`config.mk`:
```
export PLATFORM = sky130hd
export DESIGN_NAME = hazard_ctrl
export DESIGN_NICKNAME = d
export VERILOG_FILES = /design/src/rtl/hazard_pkg.sv /design/src/rtl/hazard_lu_detect.sv /design/src/rtl/hazard_ctrl.sv
export SDC_FILE = /design/constraint.sdc
export NUM_CORES = 1
export LEC_CHECK = 0
export CAP_MARGIN = 20
export CORE_MARGIN = 3
export CORE_UTILIZATION = 26
export DETAILED_ROUTE_END_ITERATION = 8
export PLACE_DENSITY = 0.52
export SLEW_MARGIN = 10
export SYNTH_ARGS = -nofsm -noshare
export SYNTH_HDL_FRONTEND = slang
export SYNTH_HIERARCHICAL = 1
export SYNTH_SLANG_ARGS = --single-unit
```
`constraint.sdc`:
```
create_clock -name clk -period 2.55 [get_ports clk]
set_input_delay 0.51 -clock clk [delete_from_list [all_inputs] [get_ports clk]]
set_output_delay 0.51 -clock clk [all_outputs]
set_load 0.005 [all_outputs]
```
`src/rtl/hazard_pkg.sv`:
```
// Shared types and defaults for the pipeline hazard/halt controller.
package hazard_pkg;

  typedef enum logic [1:0] {
    RUN     = 2'd0,
    MEMWAIT = 2'd1,
    DRAIN   = 2'd2,
    HALTED  = 2'd3
  } hz_state_t;

  localparam int unsigned REG_W_DEF        = 5;
  localparam int unsigned DRAIN_CYCLES_DEF = 3;
  localparam int unsigned MEM_TIMEOUT_DEF  = 255;

  localparam int unsigned DRAIN_W = 4;
  localparam int unsigned TMO_W   = 8;

endpackage

```
`src/rtl/hazard_lu_detect.sv`:
```
// Load-use comparator: EX load whose non-zero destination feeds a source read in ID.
module hazard_lu_detect #(
  parameter int unsigned REG_W = 5
) (
  input  logic [REG_W-1:0] id_rs1,
  input  logic [REG_W-1:0] id_rs2,
  input  logic             id_use_rs1,
  input  logic             id_use_rs2,
  input  logic             ex_mem_read,
  input  logic [REG_W-1:0] ex_rd,
  output logic             lu
);

  // Register x0 never carries a real dependency.
  assign lu = ex_mem_read && (ex_rd != '0) &&
              ((id_use_rs1 && (id_rs1 == ex_rd)) ||
               (id_use_rs2 && (id_rs2 == ex_rd)));

endmodule

```
`src/rtl/hazard_ctrl.sv`:
```
// Pipeline hazard and halt controller: load-use bubbles, branch squashes,
// data-memory waits with timeout, and halt drain sequencing.
// Optional feature: HAZARD_PERF_EN builds the saturating stall_cycles counter.
module hazard_ctrl
  import hazard_pkg::*;
#(
  parameter int unsigned REG_W        = REG_W_DEF,
  parameter int unsigned DRAIN_CYCLES = DRAIN_CYCLES_DEF,
  parameter int unsigned MEM_TIMEOUT  = MEM_TIMEOUT_DEF
) (
  input  logic             clk,
  input  logic             reset,
  input  logic [REG_W-1:0] id_rs1,
  input  logic [REG_W-1:0] id_rs2,
  input  logic             id_use_rs1,
  input  logic             id_use_rs2,
  input  logic             id_halt,
  input  logic             ex_mem_read,
  input  logic [REG_W-1:0] ex_rd,
  input  logic             ex_branch_taken,
  input  logic             mem_busy,
  input  logic             resume,
  output logic             stall,
  output logic             enable_halt,
  output logic             mem_stall,
  output logic             flush_ifid,
  output logic             flush_idex,
  output logic             halted,
  output logic             mem_err,
  output logic [15:0]      stall_cycles
);

  logic               lu;
  hz_state_t          state, state_nx;
  logic [DRAIN_W-1:0] dcnt, dcnt_nx;
  logic [TMO_W-1:0]   tcnt, tcnt_nx;
  logic               err_nx;

  hazard_lu_detect #(.REG_W(REG_W)) u_lu (
    .id_rs1      (id_rs1),
    .id_rs2      (id_rs2),
    .id_use_rs1  (id_use_rs1),
    .id_use_rs2  (id_use_rs2),
    .ex_mem_read (ex_mem_read),
    .ex_rd       (ex_rd),
    .lu          (lu)
  );

  // State, counters and the sticky error flag.
  always_ff @(posedge clk or negedge reset) begin
    if (!reset) begin
      state   <= RUN;
      dcnt    <= '0;
      tcnt    <= '0;
      mem_err <= 1'b0;
    end else begin
      state   <= state_nx;
      dcnt    <= dcnt_nx;
      tcnt    <= tcnt_nx;
      mem_err <= err_nx;
    end
  end

  // Next state and same-cycle control outputs; everything forced low in reset.
  always_comb begin
    state_nx    = state;
    dcnt_nx     = dcnt;
    tcnt_nx     = tcnt;
    err_nx      = mem_err;
    stall       = 1'b0;
    enable_halt = 1'b0;
    mem_stall   = 1'b0;
    flush_ifid  = 1'b0;
    flush_idex  = 1'b0;
    halted      = 1'b0;

    case (state)
      RUN: begin
        if (mem_busy) begin
          stall     = 1'b1;
          mem_stall = 1'b1;
          state_nx  = MEMWAIT;
          tcnt_nx   = TMO_W'(1);
        end else if (ex_branch_taken) begin
          flush_ifid = 1'b1;
          flush_idex = 1'b1;
        end else if (lu) begin
          stall      = 1'b1;
          flush_idex = 1'b1;
        end else if (id_halt) begin
          stall       = 1'b1;
          enable_halt = 1'b1;
          flush_idex  = 1'b1;
          state_nx    = DRAIN;
          dcnt_nx     = DRAIN_W'(DRAIN_CYCLES);
        end
      end

      MEMWAIT: begin
        stall     = 1'b1;
        mem_stall = 1'b1;
        if (!mem_busy) begin
          state_nx = RUN;
        end else if (tcnt == TMO_W'(MEM_TIMEOUT - 1)) begin
          err_nx   = 1'b1;
          state_nx = HALTED;
        end else begin
          tcnt_nx = tcnt + TMO_W'(1);
        end
      end

      DRAIN: begin
        stall       = 1'b1;
        enable_halt = 1'b1;
        flush_idex  = 1'b1;
        if (mem_busy) begin
          mem_stall = 1'b1;
        end else if (dcnt == DRAIN_W'(1)) begin
          state_nx = HALTED;
        end else begin
          dcnt_nx = dcnt - DRAIN_W'(1);
        end
      end

      HALTED: begin
        stall       = 1'b1;
        enable_halt = 1'b1;
        halted      = 1'b1;
        if (resume) begin
          state_nx = RUN;
        end
      end

      default: state_nx = RUN;
    endcase

    if (!reset) begin
      stall       = 1'b0;
      enable_halt = 1'b0;
      mem_stall   = 1'b0;
      flush_ifid  = 1'b0;
      flush_idex  = 1'b0;
      halted      = 1'b0;
    end
  end

`ifdef HAZARD_PERF_EN
  logic [15:0] perf_q;

  // Saturating count of stalled cycles.
  always_ff @(posedge clk or negedge reset) begin
    if (!reset) begin
      perf_q <= 16'd0;
    end else if (stall && (perf_q != 16'hFFFF)) begin
      perf_q <= perf_q + 16'd1;
    end
  end

  assign stall_cycles = perf_q;
`else
  assign stall_cycles = 16'd0;
`endif

endmodule

```
**After elaboration in Yosys (flattened, before gate mapping)**

Index checks and enable logic that the tools add are counted.
W data, S select, Z words.

- $add $sub $neg: 2
- Equality and inequality tests: 22
- Mux-type cells: 45
- Reduce and logical (&&, ||, !) cells: 16

Operators by type and width:

| kind | number |
|---|---|
| $mux W4 | 6 |
| $mux W8 | 3 |
| $ne A2 B2 Y1 const B | 11 |
| $mux W1 | 20 |
| $mux W2 | 9 |
| $pmux W8 S2 | 1 |
| $reduce_and A7 Y1 | 2 |
| $ne A3 B3 Y1 const B | 4 |
| $eq A5 B5 Y1 | 2 |
| $add A8 B1 Y8 const B | 1 |
| $eq A8 B8 Y1 const B | 1 |
| $pmux W1 S2 | 4 |
| $pmux W2 S4 | 1 |
| $pmux W4 S2 | 1 |
| $reduce_bool A5 Y1 | 1 |
| $eq A2 B2 Y1 const B | 2 |
| $eq A4 B1 Y1 const B | 1 |
| $logic_and A1 B1 Y1 | 4 |
| $reduce_and A4 Y1 | 1 |
| $reduce_bool A2 Y1 | 2 |
| $reduce_or A2 Y1 | 2 |
| $sub A4 B1 Y4 const B | 1 |
| $reduce_and A3 Y1 | 1 |
| $reduce_or A3 Y1 | 1 |
| other kinds (3) | 3 |

- Register bits after elaboration: 15
- Bits of input ports: 24
- Output and inout port bits: 23
- Logic and storage cells: 89

**Depth between registers and ports, before layout**

- Word-level depth: 9
- Mapped depth: 7
- Depth with buffers taken out: 7

**Cells and area by module**

The synthesis kept the hierarchy.

Modules (own cells, without submodules):

| module | times used | cells each | area an instance (µm²) | seq. area each (µm²) |
|---|---|---|---|---|
| hazard_ctrl | 1 | 127 | 1139.8 | 375.4 |
| hazard_lu_detect | 1 | 17 | 133.9 | 0.0 |

**Worst setup path after synthesis**

No wires, ideal clock.

- Path type: input to output
- Start: input ex_rd[1]
- End: output enable_halt
- Arrival time: 1783 ps
- Data required time: 2040 ps
- Path slack: 257 ps
- Stages: 6
- Path buffers: 0
- Cell sequence: or4_1 o21ai_1 a21oi_1 nor3b_1 a21oi_1 nor2b_1

- Cells in the longest elaborated chain, start to end: 9
- Elaborated cells between the ends (all ways): 13
- Those cells by class: eq/ne (2); mux (5); reduce/logical (6)

Ends and longest elaborated chain:

| item | RTL line | source |
|---|---|---|
| start, declared | hazard_ctrl.sv:19 | `input logic [REG_W-1:0] ex_rd,` |
| $eq A5 B5 Y1 (on tied branches) | hazard_lu_detect.sv:16, hazard_lu_detect.sv:17 |  |
| $logic_and A1 B1 Y1 (on tied branches) | hazard_lu_detect.sv:16, hazard_lu_detect.sv:17 |  |
| $logic_or A1 B1 Y1 | hazard_lu_detect.sv:16 | `((id_use_rs1 && (id_rs1 == ex_rd)) \|\|` |
| $logic_and A1 B1 Y1 (*) | hazard_lu_detect.sv:15 | `assign lu = ex_mem_read && (ex_rd != '0) &&` |
| net lu | hazard_ctrl.sv:33 | `logic lu;` |
| $mux W1 (*) | hazard_ctrl.sv:87 | `end else if (lu) begin` |
| $mux W1 (*) | hazard_ctrl.sv:84 | `end else if (ex_branch_taken) begin` |
| $mux W1 (*) | hazard_ctrl.sv:79 | `if (mem_busy) begin` |
| $pmux W1 S2 (*) | hazard_ctrl.sv:77 | `case (state)` |
| $mux W1 (*) | hazard_ctrl.sv:137 | `if (!reset) begin` |
| end, declared | hazard_ctrl.sv:24 | `output logic enable_halt,` |

Mark *: on every way through the listed nets, which the timed path passes. The rest lies on a longest branch.

**Worst setup path in the final report**

- Start: input id_rs2[4]
- End: output flush_idex

- Cells in the longest elaborated chain, start to end: 9

Ends and longest elaborated chain:

| item | RTL line | source |
|---|---|---|
| start, declared | hazard_ctrl.sv:14 | `input logic [REG_W-1:0] id_rs2,` |
| $eq A5 B5 Y1 | hazard_lu_detect.sv:17 | `(id_use_rs2 && (id_rs2 == ex_rd)));` |
| $logic_and A1 B1 Y1 | hazard_lu_detect.sv:17 |  |
| $logic_or A1 B1 Y1 | hazard_lu_detect.sv:16 |  |
| $logic_and A1 B1 Y1 | hazard_lu_detect.sv:15 |  |
| net lu | hazard_ctrl.sv:33 |  |
| $mux W1 | hazard_ctrl.sv:87 |  |
| $mux W1 | hazard_ctrl.sv:84 |  |
| $mux W1 | hazard_ctrl.sv:79 |  |
| $pmux W1 S2 | hazard_ctrl.sv:77 |  |
| $mux W1 | hazard_ctrl.sv:137 |  |
| end, declared | hazard_ctrl.sv:27 | `output logic flush_idex,` |

The timed path passes the listed nets, and every way through them passes these cells.

==> impl_metrics.csv <==
group,metric,value,unit
run_status,status,"finished, final reports clean",
cells_and_area,flow.area_growth_from_synthesis,37.8,%
floorplan,io_pins,47,
synthesis,synth.lib_cells_used.distinct,48,
power_and_ir_drop,totalPowerFinal,1050,µW
critical_path,timing.critical_path.cells,"dlygate4sd2_1 > xor2_1 > nor4_2 > nand3_1 > a21oi_2 > buf_4 > nor3_2 > o21ai_1 > and3b_1 > buf_2",
floorplan,floorplan.initialDensity,0.281,
cells_and_area,fillers,456,
clock_network,clk_pin_slew,0.06,ns
critical_path,classification_of_the_worst_setup_path,"in -> out",
global_routing,grt_first_pass_wirelength,5.93,mm
cells_and_area,design.final.nets,214,
hold_path,hp-class,"reg -> reg",
cells_and_area,layout.area.seq,375,µm²
synthesis,yosysWarnings,6,
clock_network,clock_tree_root_buffer_cell,"clkbuf_8",
placed_design,io_buffer_count,30,
floorplan,die_height,76.0,µm
power_and_ir_drop,total_leakage_power,0.000742,µW
synthesis,synthesis.area,1270,µm²
sta,final_worst_path_period_share,0.981,
clock_network,htree_num_levels,1,
detailed_routing,first_iter_violations,57,
power_and_ir_drop,ir_drop,0.222,mV
synthesis,ys_ff_latch,15,
cells_and_area,finalCoreUtilization,0.387,
global_routing,number_of_global_route_vias_before_repair,1191,
sta,unrepaired_setup_endpoints_after_global_routing,"yes",
critical_path,critPathArrivalTime,1.99,ns
clock_network,cts_buffer_depth,2,
placed_design,place_congestion,0.780,
floorplan,die_area,5770,µm²
cells_and_area,final_layout_size_suffix_gt1_frac,0.238,
floorplan,rows,24,
clock_network,clock_latency_at_the_later_pin_of_the_worst_skew_pair,0.25,ns
detailed_routing,drc,0,
detailed_routing,routed_via_density,4.78,
synthesis,synth.yosys.seq_area_share,0.295,
synthesis,synth_area_per_cell,8.85,µm²
sta,hold_viol_final,0,
critical_path,worst-endpoint-required,2.04,ns
critical_path,start_kind,"primary input",
global_routing,grt_use_total,0.124,
detailed_routing,wirelength,3.36,mm
sta,timing.clock.skew,0.00293,ns
hold_path,hold_start,"mem_err",
cells_and_area,fin_area,1760,µm²
critical_path,timing.critical_path.buf_inv,3,
synthesis,synth-async-reset-ratio,1.00,
detailed_routing,route.antenna.remaining_nets,0,
cells_and_area,antenna_cells_inserted,0,
global_routing,initial_antenna_violation_count,0,
global_routing,grt_remaining_overflow,0,
synthesis,synth_enable_flop_cells,0,
detailed_routing,dr_total_vias,1194,
critical_path,startpoint,"id_rs2[4]",
critical_path,reg2reg_start,"state[1]",
critical_path,library_cell_contributing_the_largest_single_delay_on_the_critical_path,"dlygate4sd2_1",
critical_path,path_max_fanout,2,
clock_network,numCtsBuffers,3,
floorplan,floorplan.die.width,76.0,µm
power_and_ir_drop,power_density,599,nW/µm²
sta,timing.final.crit_period,2.50,ns
sta,fmax,400,MHz
critical_path,cp-end-kind,"output port",
placed_design,place.detailed.hpwl,2.65,mm
clock_network,tritoncts_clock_tree,"yes",
sta,report.final.setup_viol,0,
clock_network,cts_num_sinks,15,
synthesis,post_synth_inst_count,144,
critical_path,kind_of_cell_with_the_highest_combined_delay_on_the_critical_path,"simple AND/OR/NAND/NOR gates",
clock_network,cts_hold_buf,0,
flow_run,max_cap_violations,0,
detailed_routing,firstDrtPassIters,4,
placed_design,placed_area,1640,µm²
global_routing,largest_net_degree_at_the_start_of_global_routing,18,
critical_path,critical_path.max_stage_delay,0.24,ns
floorplan,core,4530,µm²
cells_and_area,multi_input_area,853,µm²
detailed_routing,routed_wirelength_normalized_by_instance_count,13.4,µm
sta,maxSlewViolCount,0,
synthesis,synthFlopType,"dfrtp_1",
sequential cells by signal, indices dropped and copies added (netlist names):
| register | flops |
|---|---|
| dcnt | 4 |
| mem_err | 1 |
| state | 2 |
| tcnt | 8 |
kinds of logic after synthesis:
| kind of cell | after synthesis | synth area share |
|---|---|---|
| simple gates | 54 | 0.271 |
| compound gates | 31 | 0.175 |
| buf+inv | 27 | 0.133 |
| flops | 15 | 0.295 |
| xor+xnor | 10 | 0.0688 |
| fa+ha+maj | 4 | 0.0393 |
| mux | 2 | 0.0157 |
| other cells | 1 | 0.00294 |
cell type report:
class / count / share of cell area
Timing Repair Buffer: 43 / 0.215
Tap cell: 65 / 0.0463
Clock buffer: 4 / 0.0257
Multi-Input combinational cell: 117 / 0.486
Sequential cell: 15 / 0.214
Inverter: 6 / 0.0128
worst reg2reg max path, delay by kind of cell (launching register included):
kind | cells | cell delay (ns)
muxes | 1 | 0.25
and+or+nand+nor | 2 | 0.75
DFF | 1 | 0.54
placed cells by master, fill, tap and decap left out, drive strengths merged, types with 3 or more instances in the layout:
cell / instances
nor3b: 3
dfrtp: 15
nand2: 8
a21oi: 3
nor2b: 3
nor4: 5
nand4: 3
o21ai: 6
clkbuf: 7
clkdlybuf4s50: 14
buf: 22
and3: 4
nand3: 3
nor3: 3
nand2b: 3
ha: 4
clkdlybuf4s15: 3
conb: 16
a211oi: 4
a31oi: 5
inv: 6
and2: 3
xor2: 8
cell usage after synthesis, types with 4 or more instances:
cell type / number / area (µm²)
buf_4: 17 / 128
dfrtp_1: 15 / 375
nand2_1: 8 / 30.0
o21ai_0: 4 / 20.0
a31oi_1: 5 / 31.3
inv_1: 6 / 22.5
a211oi_1: 4 / 30.0
ha_1: 4 / 50.1
xor2_1: 8 / 70.1
nor4_1: 4 / 25.0
and3_1: 4 / 25.0
timing repair:
| item | 4_1_cts | 5_1_grt |
|---|---|---|
| endpoints found under the setup margin | 3 | 3 |
| pin swaps | 14 | 11 |
| gates resized for setup | 50 | 28 |
| setup buffers | 3 | 0 |
power by group:
part | internal, µW | switching [µW]
clock | 111 | 85.9
combinational | 232 | 199
sequential | 301 | 124
total | 644 | 408
routing by layer:
| layer | part of all wire | GRT usage |
|---|---|---|
| met5 | 0 | 0 |
| met4 | 0.028 | 0.0725 |
| met3 | 0.037 | 0.0154 |
| met2 | 0.49 | 0.201 |
| met1 | 0.44 | 0.158 |
final timing paths:
check / to / slack [ns] / depth (start not counted)
setup / recovery: flush_idex / 0.05 / 10
hold / removal: mem_err / 0.47 / 1
setup reg to reg: tcnt[7] / 0.93 / 3
hold reg to reg: mem_err / 0.47 / 1
max in group asynchronous: dcnt[3] / 1.62 / 2
min in group asynchronous: state[0] / 0.71 / 2
through the flow:
| step | setup TNS, ns | hold WS [ns] | setup slack [ns] | cells |
|---|---|---|---|---|
| after floorplan | 0 | 0.214 | 0.257 | 159 |
| after global placement | -1.92 | 0.457 | -0.635 | 243 |
| after detailed placement | -2.26 | 0.463 | -0.695 | 243 |
| after CTS | 0 | 0.478 | 0.0115 | 250 |
| after global routing | -0.0847 | 0.513 | -0.0526 | 250 |
| final | 0 | 0.473 | 0.0484 | 250 |
(Power assumes the default switching activity.)
